### src/rtl/row_scan_sequencer.sv
// Row-index sequencer for a 4-row Conway board: steps ROW_SEL 0..3 with a fixed dwell
// per row, honours STALL/ABORT, and pulses DONE while counting completed generations.
module row_scan_sequencer #(
  parameter int DWELL_CYCLES = 2,
  parameter int GEN_W        = 4
) (
  input  logic             CLK,
  input  logic             RST_N,
  input  logic             START,
  input  logic             STALL,
  input  logic             ABORT,
  output logic [1:0]       ROW_SEL,
  output logic             ROW_VALID,
  output logic             ROW_LAST,
  output logic             BUSY,
  output logic             DONE,
  output logic [GEN_W-1:0] GEN_COUNT,
  output logic [1:0]       STATE_DBG
);

  localparam int DW = (DWELL_CYCLES > 1) ? $clog2(DWELL_CYCLES) : 1;
  localparam logic [DW-1:0] DWELL_LAST = DW'(DWELL_CYCLES - 1);

  localparam logic [1:0] ST_IDLE = 2'd0;
  localparam logic [1:0] ST_SCAN = 2'd1;
  localparam logic [1:0] ST_DONE = 2'd2;

  logic [1:0]       state_q, state_d;
  logic [1:0]       row_q, row_d;
  logic [DW-1:0]    dwell_q, dwell_d;
  logic [GEN_W-1:0] gen_q, gen_d;

  // Handshake: START is a level sampled only in IDLE/DONE; STALL is an active-high
  // not-ready that freezes row and dwell in SCAN; ABORT outranks STALL.
  always_comb begin
    state_d = state_q;
    row_d   = row_q;
    dwell_d = dwell_q;
    gen_d   = gen_q;
    case (state_q)
      ST_IDLE: begin
        if (START) begin
          state_d = ST_SCAN;
          row_d   = 2'd0;
          dwell_d = '0;
        end
      end
      ST_SCAN: begin
        if (ABORT) begin
          state_d = ST_IDLE;
          row_d   = 2'd0;
          dwell_d = '0;
        end else if (!STALL) begin
          if (dwell_q != DWELL_LAST) begin
            dwell_d = dwell_q + DW'(1);
          end else if (row_q != 2'd3) begin
            row_d   = row_q + 2'd1;
            dwell_d = '0;
          end else begin
            // Count on entry so the new value is visible during the DONE cycle.
            state_d = ST_DONE;
            row_d   = 2'd0;
            dwell_d = '0;
            gen_d   = gen_q + GEN_W'(1);
          end
        end
      end
      ST_DONE: begin
        row_d   = 2'd0;
        dwell_d = '0;
        if (!ABORT && START) state_d = ST_SCAN;
        else                 state_d = ST_IDLE;
      end
      default: begin
        state_d = ST_IDLE;
        row_d   = 2'd0;
        dwell_d = '0;
      end
    endcase
  end

  always_ff @(posedge CLK) begin
    if (!RST_N) begin
      state_q <= ST_IDLE;
      row_q   <= 2'd0;
      dwell_q <= '0;
      gen_q   <= '0;
    end else begin
      state_q <= state_d;
      row_q   <= row_d;
      dwell_q <= dwell_d;
      gen_q   <= gen_d;
    end
  end

  // Outputs decode registered state only; no input reaches an output combinationally.
  assign ROW_SEL   = row_q;
  assign ROW_VALID = (state_q == ST_SCAN);
  assign ROW_LAST  = (state_q == ST_SCAN) && (row_q == 2'd3);
  assign BUSY      = (state_q == ST_SCAN) || (state_q == ST_DONE);
  assign DONE      = (state_q == ST_DONE);
  assign GEN_COUNT = gen_q;
  assign STATE_DBG = state_q;

endmodule

### config.mk
export PLATFORM = sky130hd
export DESIGN_NAME = row_scan_sequencer
export DESIGN_NICKNAME = d
export VERILOG_FILES = /design/src/rtl/row_scan_sequencer.sv
export SDC_FILE = /design/constraint.sdc
export NUM_CORES = 1
export LEC_CHECK = 0
export CAP_MARGIN = 20
export CORE_MARGIN = 5
export CORE_UTILIZATION = 42
export CTS_CLUSTER_SIZE = 12
export DETAILED_ROUTE_END_ITERATION = 12
export PLACE_DENSITY = 0.72
export SYNTH_ARGS = -nofsm -noshare
export SYNTH_HDL_FRONTEND = slang
export SYNTH_SLANG_ARGS = --single-unit
### constraint.sdc
create_clock -name CLK -period 4.4 [get_ports CLK]
set_clock_uncertainty 0.05 [all_clocks]
set_input_delay 0.44 -clock CLK [delete_from_list [all_inputs] [get_ports CLK]]
set_output_delay 0.44 -clock CLK [all_outputs]
set_load 0.05 [all_outputs]
Yosys cells after proc, flatten, opt, wreduce, memory -nomap -nowiden
Cells that the tools add are included.

cells by class
  eq/ne operators = 8
  div/mod/pow operators = 0
  muxes and demuxes = 18
  reduce and logical (&&, ||, !) cells = 9
  shifts and indexed selects = 0
  bitwise gates (word level) = 3
  add/subtract/negate cells = 3
  multipliers = 0
  magnitude comparators = 0

operators with widths
  operator               number
  $mux W2                10
  $ne A3 B3 Y1 const B   2
  $pmux W2 S3            1
  $mux W1                5
  $reduce_and A5 Y1      1
  $add A4 B1 Y4 const B  1
  $eq A2 B2 Y1 const B   2
  $ne A2 B2 Y1 const B   2
  $pmux W2 S2            1
  $reduce_and A4 Y1      1
  $ne A3 B2 Y1 const B   1
  $not A1 Y1             3
  $reduce_and A3 Y1      1
  $add A2 B1 Y2 const B  1
  $eq A2 B1 Y1 const B   1
  $logic_and A1 B1 Y1    2
  $logic_not A2 Y1       1
  $pmux W1 S2            1
  $reduce_and A2 Y1      1
  $add A1 B1 Y1 const B  1
  $logic_not A1 Y1       1
  $logic_or A1 B1 Y1     1

storage, ports and cells
  RAM bits = 0
  output and inout port bits = 12
  bits in read-only memories = 0
  input port bits = 5
  memories kept = 0
  latch bits = 0
  register bits = 9
  logic and storage cells = 45

Longest topological paths before layout
Gate-level depths: netlist of the first run.

  depth in word-level cells = 6
  gate-level depth with buffers = 5
  gate-level depth less buffers = 5

Worst setup path after synthesis of the first run
No wires, ideal clock.

  kind = register -> output
  start = register state_q[0] (netlist: STATE_DBG[0])
  end = output port ROW_LAST
  path buffers = 0
  path slack = 2,118 ps
  data required time = 3,910 ps
  cell stages (with the launch flop) = 3
  data arrival time = 1,792 ps
  path through = dfxtp_1 ha_1 and2_1

on the way
  cells in the longest elaborated chain, start to end = 2

ends and longest elaborated chain
  item                      line  RTL
  start: declaration        28    logic [1:0] state_q, state_d;
  start signal: assignment  89    state_q <= state_d;
  $eq A2 B1 Y1              --
  net ROW_VALID             13    output logic ROW_VALID,
  $logic_and A1 B1 Y1       99    assign ROW_LAST = (state_q == ST_SCAN) && (row_q == 2'd3);
  end: declaration          14    output logic ROW_LAST,

The timed path passes the listed nets, and every way through them passes these cells.

Worst setup path in the final report of the first run
  start = register row_q[0] (netlist: ROW_SEL[0])
  end = output port ROW_LAST

on the way
  cells in the longest elaborated chain, start to end = 2

ends and longest elaborated chain
  item                      line  RTL
  start: declaration        29    logic [1:0] row_q, row_d;
  start signal: assignment  90    row_q <= row_d;
  $eq A2 B2 Y1              99
  $logic_and A1 B1 Y1       99

Every way passes these cells.

==> results of run 1 <==
[cell families (layout without fill, tap and decap cells)]
| logic type | Yosys count | after routing | synth area share [%] |
|---|---|---|---|
| AND/OR/NAND/NOR | 24 | 24 | 28.8 |
| multiplexers | 4 | 4 | 6.97 |
| buffers and inverters | 7 | 25 | 4.57 |
| flip-flops | 9 | 9 | 31.4 |
| adder cells (fa/ha/maj) | 7 | 7 | 15.2 |
| AO/OA/AOI/OAI | 12 | 12 | 13.1 |
[through the flow]
step	instances	cell area, um2	hold slack (ps)	power, uW
finish	96	772	430	329
detailed placement	92	746	427	268
CTS	96	772	438	333
global placement	92	746	416	265
floorplan	63	574	471	224
global route	96	772	451	350
[critical path, delay by kind of cell (launching register included)]
family	cells	cell delay (ps)
DFF	1	370
buffers and inverters	1	800
adders and majority gates	1	290
and+or+nand+nor	1	170
[placed cells by master, fill, tap and decap left out, types with 2 or more instances in the layout]
cell | netlist | final
sky130_fd_sc_hd__and3b_1 | 2 | 2
sky130_fd_sc_hd__inv_1 | 5 | 5
sky130_fd_sc_hd__nand3_1 | 3 | 3
sky130_fd_sc_hd__nand2_1 | 6 | 6
sky130_fd_sc_hd__o31ai_1 | 2 | 2
sky130_fd_sc_hd__or4_1 | 2 | 2
sky130_fd_sc_hd__dfxtp_1 | 9 | 9
sky130_fd_sc_hd__clkbuf_4 | 0 | 3
sky130_fd_sc_hd__nor2b_1 | 3 | 3
sky130_fd_sc_hd__ha_1 | 7 | 7
sky130_fd_sc_hd__clkdlybuf4s50_1 | 0 | 16
sky130_fd_sc_hd__o21ai_0 | 4 | 4
sky130_fd_sc_hd__mux2i_1 | 4 | 4
sky130_fd_sc_hd__a21oi_1 | 5 | 5
[flip-flops by register name, indices dropped and copies added, names as in the netlist]
signal and flops:
GEN_COUNT 4, ROW_SEL 2, STATE_DBG 2, dwell_q 1
[where the power goes]
group	internal, uW	total (uW)	leakage, uW	switching, uW
clock network	34.9	63.6	0.0000150	28.6
logic	61.2	166	0.000244	104
registers	89.0	99.4	0.0000729	10.4
[cell type report]
| class | count | area [um2] | area share (%) |
|---|---|---|---|
| timing repair buffer | 16 | 160 | 20.7 |
| tap | 15 | 18.8 | 2.43 |
| multi-input combinational | 47 | 368 | 47.6 |
| sequential | 9 | 180 | 23.3 |
| clock buffer | 4 | 26.3 | 3.40 |
| inverter | 5 | 18.8 | 2.43 |
[synthesized netlist by cell type, drive strengths merged]
master / n
nor2: 1
nand2: 6
o21ai: 4
nor2b: 3
mux2i: 4
buf: 1
or4: 2
o31ai: 2
nand4b: 1
dfxtp: 9
clkbuf: 1
ha: 7
inv: 5
nor3: 1
and2: 1
nor3b: 1
or3b: 1
nand3: 3
a21oi: 5
a311oi: 1
or4b: 1
or3: 1
and3b: 2
[path summary, 6_finish.rpt]
kind | from | end | slack, ps | cells after the start
worst min-delay path | ROW_SEL[1]$_SDFFE_PN0P_ | ROW_SEL[1]$_SDFFE_PN0P_ | 430 | 2
worst max register to register | STATE_DBG[1]$_SDFFE_PN0P_ | STATE_DBG[0]$_SDFFE_PN0P_ | 2730 | 5
worst min register to register | ROW_SEL[1]$_SDFFE_PN0P_ | ROW_SEL[1]$_SDFFE_PN0P_ | 430 | 2
worst max-delay path | ROW_SEL[0]$_SDFFE_PN0P_ | ROW_LAST | 2020 | 3
[routing by layer]
layer  vias up  share of wire (%)  track usage (%)
li1        262                  -                -
met1       259                 43             15.2
met2        10                 51             21.7
met3         2                5.8             6.13
met4         0               0.65             4.97
met5         -                  0                0
==> results.json, run 1 <==
{
  "run_status": "finished clean",
  "period_needed_ps": 2380,
  "fp.dieArea_um2": 2210,
  "tritoncts": "yes",
  "critical_path.max_stage_delay_ps": 800,
  "min_period_over_period_pct": 54.1,
  "routabilityCongestion": 0.750,
  "number_of_warnings_issued_by_yosys": 0,
  "worst_hold_path_type": "reg -> reg",
  "drt-vias-per-instance": 5.55,
  "headroom_to_the_max_slew_limit_pct": 65.9,
  "largest_net_degree_at_the_start_of_global_routing": 11,
  "vdd.ir_drop.worst_mv": 0.234,
  "grt_antenna_before_repair": 0,
  "final_max_slew_viol_count": 0,
  "share_of_layout_cells_above_drive_strength_1_pct": 7.41,
  "fmax_mhz": 420,
  "number_of_routed_nets_with_antenna_violations": 0,
  "worstSetupEndpointType": "output port",
  "powerDensity_nw_per_um2": 426,
  "worst-endpoint-required_ps": 3910,
  "final_critical_path_setup_slack_ps": 2020,
  "n_fill_cell": 123,
  "wire_per_inst_um": 12.7,
  "maxCapViolCount": 0,
  "ys_top_cells_by_area": "sky130_fd_sc_hd__dfxtp_1 (31%), sky130_fd_sc_hd__ha_1 (15%), sky130_fd_sc_hd__mux2i_1 (7.0%)",
  "critical_path.max_fanout": 4,
  "dieWidth_um": 47.0,
  "drcViolationCount": 0,
  "ys_seq_area_share_pct": 31.4,
  "portBuffers": 16,
  "initial_utilization_pct": 44.1,
  "dp_slack_ps": 2290,
  "clock_path_buffers": 2,
  "route.vias.total": 533,
  "total_wirelength_um": 1220,
  "global_route_wire_length_before_repair_um": 2030,
  "area_of_the_core_um2": 1300,
  "fp-row-count": 13,
  "setup_repair_after_global_routing_missed_its_margin": "no",
  "setup_tns_ps": 0,
  "synthToLayoutAreaGrowth_pct": 34.4,
  "synth.ff_latch_count": 9,
  "syn-num-nets": 75,
  "postSynthCellCount": 63,
  "total_leakage_power_uw": 0.000332,
  "path_clk_slew_ps": 60,
  "cts_sinks": 9,
  "worst_ep_arrival_ps": 1890,
  "nets": 94,
  "cts.root.buffer_cell": "sky130_fd_sc_hd__clkbuf_4",
  "path_cells": "ha_1 > and2_1 > clkdlybuf4s50_1",
  "syn_avg_cell_area_um2": 9.12,
  "num_antenna_cells": 0,
  "timing_worst_setup_path_type": "reg -> out",
  "h-tree-depth": 1,
  "detail_route.iter0.violations": 10,
  "synth.lib_cells_used.distinct": 23,
  "ios": 17,
  "clkLatencyLatePin_ps": 260,
  "crit_slowest_cell": "sky130_fd_sc_hd__clkdlybuf4s50_1",
  "gr_overflow_total": 0,
  "via_count_of_the_first_global_routing_pass": 447,
  "number_of_optimization_iterations_in_the_first_detailed_route_pass": 3,
  "track_usage_pct": 13.3,
  "cts_resized": 0,
  "final_util_pct": 59.3,
  "critPathLaunchType": "flop",
  "hold_viol_final": 0,
  "netlist.top_cell.by_area": "sky130_fd_sc_hd__dfxtp_1",
  "yosysTopAreaCellShare_pct": 31.4,
  "dpl.hpwl_um": 932,
  "cts_inserted_buffers": 3,
  "setup_violations": 0,
  "post_cts_buffers": 0,
  "die_height_um": 47.0,
  "cts.hold.buffers_added": 0,
  "syn_area_um2": 574,
  "tightestPinTransition_ps": 511
}
No activity file was read; power rests on OpenSTA's default activity.
==> inputs of run 2 (changes only) <==
CORE_UTILIZATION = 40   (was 42)
clock period = 2.1 ns   (was 4.4 ns; I/O delays follow)
==> run 2 against run 1 <==
  * Design area is 0.65% higher
  * Critical path type unchanged
  * Die area up 3.9%
  * Count of clock-buffer cells in the layout is the same
  * Sequential share of layout area decreased by 0.15 points
  * Worst setup slack got worse by 1900 ps
  * Worst hold slack worse by 6.3 ps
  * Largest cell class unchanged
==> results.json, run 2 (synthesis gave the netlist of run 1 again) <==
{
  "tritoncts": "yes",
  "path_clk_slew_ps": 60,
  "global_route.usage.met1_pct": 15.9,
  "fmax_mhz": 498,
  "track_usage_pct": 12.9,
  "hold_viol_final": 0,
  "synthToLayoutAreaGrowth_pct": 35.3,
  "critical_path.max_fanout": 5,
  "grt_antenna_before_repair": 0,
  "setup_tns_ps": 0,
  "via_count_of_the_first_global_routing_pass": 461,
  "busiest_layer": "met2",
  "initial_utilization_pct": 43.1,
  "timing_worst_setup_path_type": "reg -> out",
  "totalPowerFinal_uw": 691,
  "route.vias.total": 512,
  "detail_route.iter0.violations": 9,
  "die_height_um": 47.9,
  "dpl.hpwl_um": 982,
  "hold-worst-slack_ps": 424,
  "setup_violations": 0,
  "clock_path_buffers": 2,
  "worst_r2r_path_depth": 5,
  "worst_hold_path_type": "reg -> reg",
  "clkLatencyLatePin_ps": 260,
  "dpl_cell_area_um2": 751,
  "setup_repair_after_global_routing_missed_its_margin": "no",
  "cts_resized": 0,
  "largest_net_degree_at_the_start_of_global_routing": 10,
  "met3_usage_pct": 7.14,
  "min_period_over_period_pct": 95.6,
  "critical_path.reg2reg.startpoint": "STATE_DBG[1]$_SDFFE_PN0P_",
  "cp.buffers_inverters": 2,
  "critPathLaunchType": "flop",
  "total_wirelength_um": 1210,
  "drt-vias-per-instance": 5.28,
  "worst-endpoint-required_ps": 1840,
  "period_needed_ps": 2010,
  "number_of_optimization_iterations_in_the_first_detailed_route_pass": 4,
  "share_of_layout_cells_above_drive_strength_1_pct": 12.2,
  "headroom_to_the_max_slew_limit_pct": 66.8,
  "layout_common_cells": "sky130_fd_sc_hd__clkdlybuf4s50_1 (14), sky130_fd_sc_hd__dfxtp_1 (9), sky130_fd_sc_hd__nand2_1 (6), sky130_fd_sc_hd__ha_1 (6)",
  "fp.dieArea_um2": 2290,
  "nets": 95,
  "cts_sinks": 9,
  "gr_overflow_total": 0,
  "worst_ep_arrival_ps": 1750,
  "ios": 17,
  "hold_end": "GEN_COUNT[3]$_SDFFE_PN0P_",
  "crit_family": "buffers and inverters",
  "global_route_wire_length_before_repair_um": 2020,
  "final_max_slew_viol_count": 0,
  "powerDensity_nw_per_um2": 889,
  "hold_path_startpoint": "GEN_COUNT[3]$_SDFFE_PN0P_",
  "dieWidth_um": 47.9,
  "reg2reg_to": "dwell_q$_SDFFE_PN0P_",
  "run_status": "finished clean",
  "cts.root.buffer_cell": "sky130_fd_sc_hd__clkbuf_4",
  "tightestPinTransition_ps": 497,
  "fin_area_um2": 777,
  "area_of_the_core_um2": 1330,
  "portBuffers": 16,
  "drcViolationCount": 0,
  "whs_path_depth": 2,
  "h-tree-depth": 1,
  "cts_inserted_buffers": 3,
  "wire_per_inst_um": 12.5,
  "maxCapViolCount": 0,
  "critical_path.max_stage_delay_ps": 800,
  "vdd.ir_drop.worst_mv": 0.697,
  "final_common_cell": "sky130_fd_sc_hd__clkdlybuf4s50_1",
  "total_leakage_power_uw": 0.000339,
  "grt.met2_usage_pct": 18.7,
  "max_ffs_per_register": 4,
  "crit_slowest_cell": "sky130_fd_sc_hd__clkdlybuf4s50_1",
  "num_antenna_cells": 0,
  "setup.reg_to_reg.worst_slack_ps": 400,
  "path_cells": "inv_1 > ha_2 > clkdlybuf4s50_1",
  "post_cts_buffers": 0,
  "routabilityCongestion": 0.735,
  "number_of_routed_nets_with_antenna_violations": 0,
  "fp-row-count": 13,
  "cts.hold.buffers_added": 0,
  "worstSetupEndpointType": "output port"
}
-- run 2: routing by layer --
metal	vias to the layer above	part of all wire (%)
li1	267	-
met1	226	44
met2	19	47
met3	0	9.1
met4	0	0
met5	-	0
-- run 2: final cells by class --
type | count | area [um2]
Inverter | 5 | 18.8
Timing Repair Buffer | 17 | 163
Fill cell | 134 | 557
Tap cell | 15 | 18.8
Multi-Input combinational cell | 47 | 370
Sequential cell | 9 | 180
Clock buffer | 4 | 26.3
-- run 2: tightest hold or removal path: cells and delay by family, from the launching register on --
family,cells,cell delay (ps)
flops,1,310
compound gates,2,110
-- run 2: worst max path at each step --
stage / from / end / slack (ps) / depth (start not counted)
2_1_floorplan: STATE_DBG[0]$_SDFFE_PN0P_ / dwell_q$_SDFFE_PN0P_ / 9 / 4
3_3_place_gp: STATE_DBG[0]$_SDFFE_PN0P_ / ROW_VALID / 370 / 2
3_5_place_dp: STATE_DBG[1]$_SDFFE_PN0P_ / ROW_VALID / 360 / 3
4_1_cts: STATE_DBG[1]$_SDFFE_PN0P_ / ROW_VALID / 70 / 3
5_1_grt: STATE_DBG[1]$_SDFFE_PN0P_ / ROW_VALID / 10 / 3
6_report: STATE_DBG[1]$_SDFFE_PN0P_ / ROW_VALID / 90 / 3
-- run 2: through the flow --
| step | utilization, % | setup slack [ps] | std cells |
|---|---|---|---|
| final | 58.3 | 92.6 | 97 |
| after global routing | 58.3 | 11.5 | 97 |
| after CTS | 58.3 | 71.2 | 97 |
| after detailed placement | 56.3 | 360 | 93 |
| after global placement | 56.3 | 373 | 93 |
| after floorplan | - | 8.65 | 63 |
-- run 2: report_power, final --
part,switching [uW],total (uW),internal [uW]
logic,221,349,128
clock network,59.7,133,73.2
registers,22.2,209,186
total,303,691,388
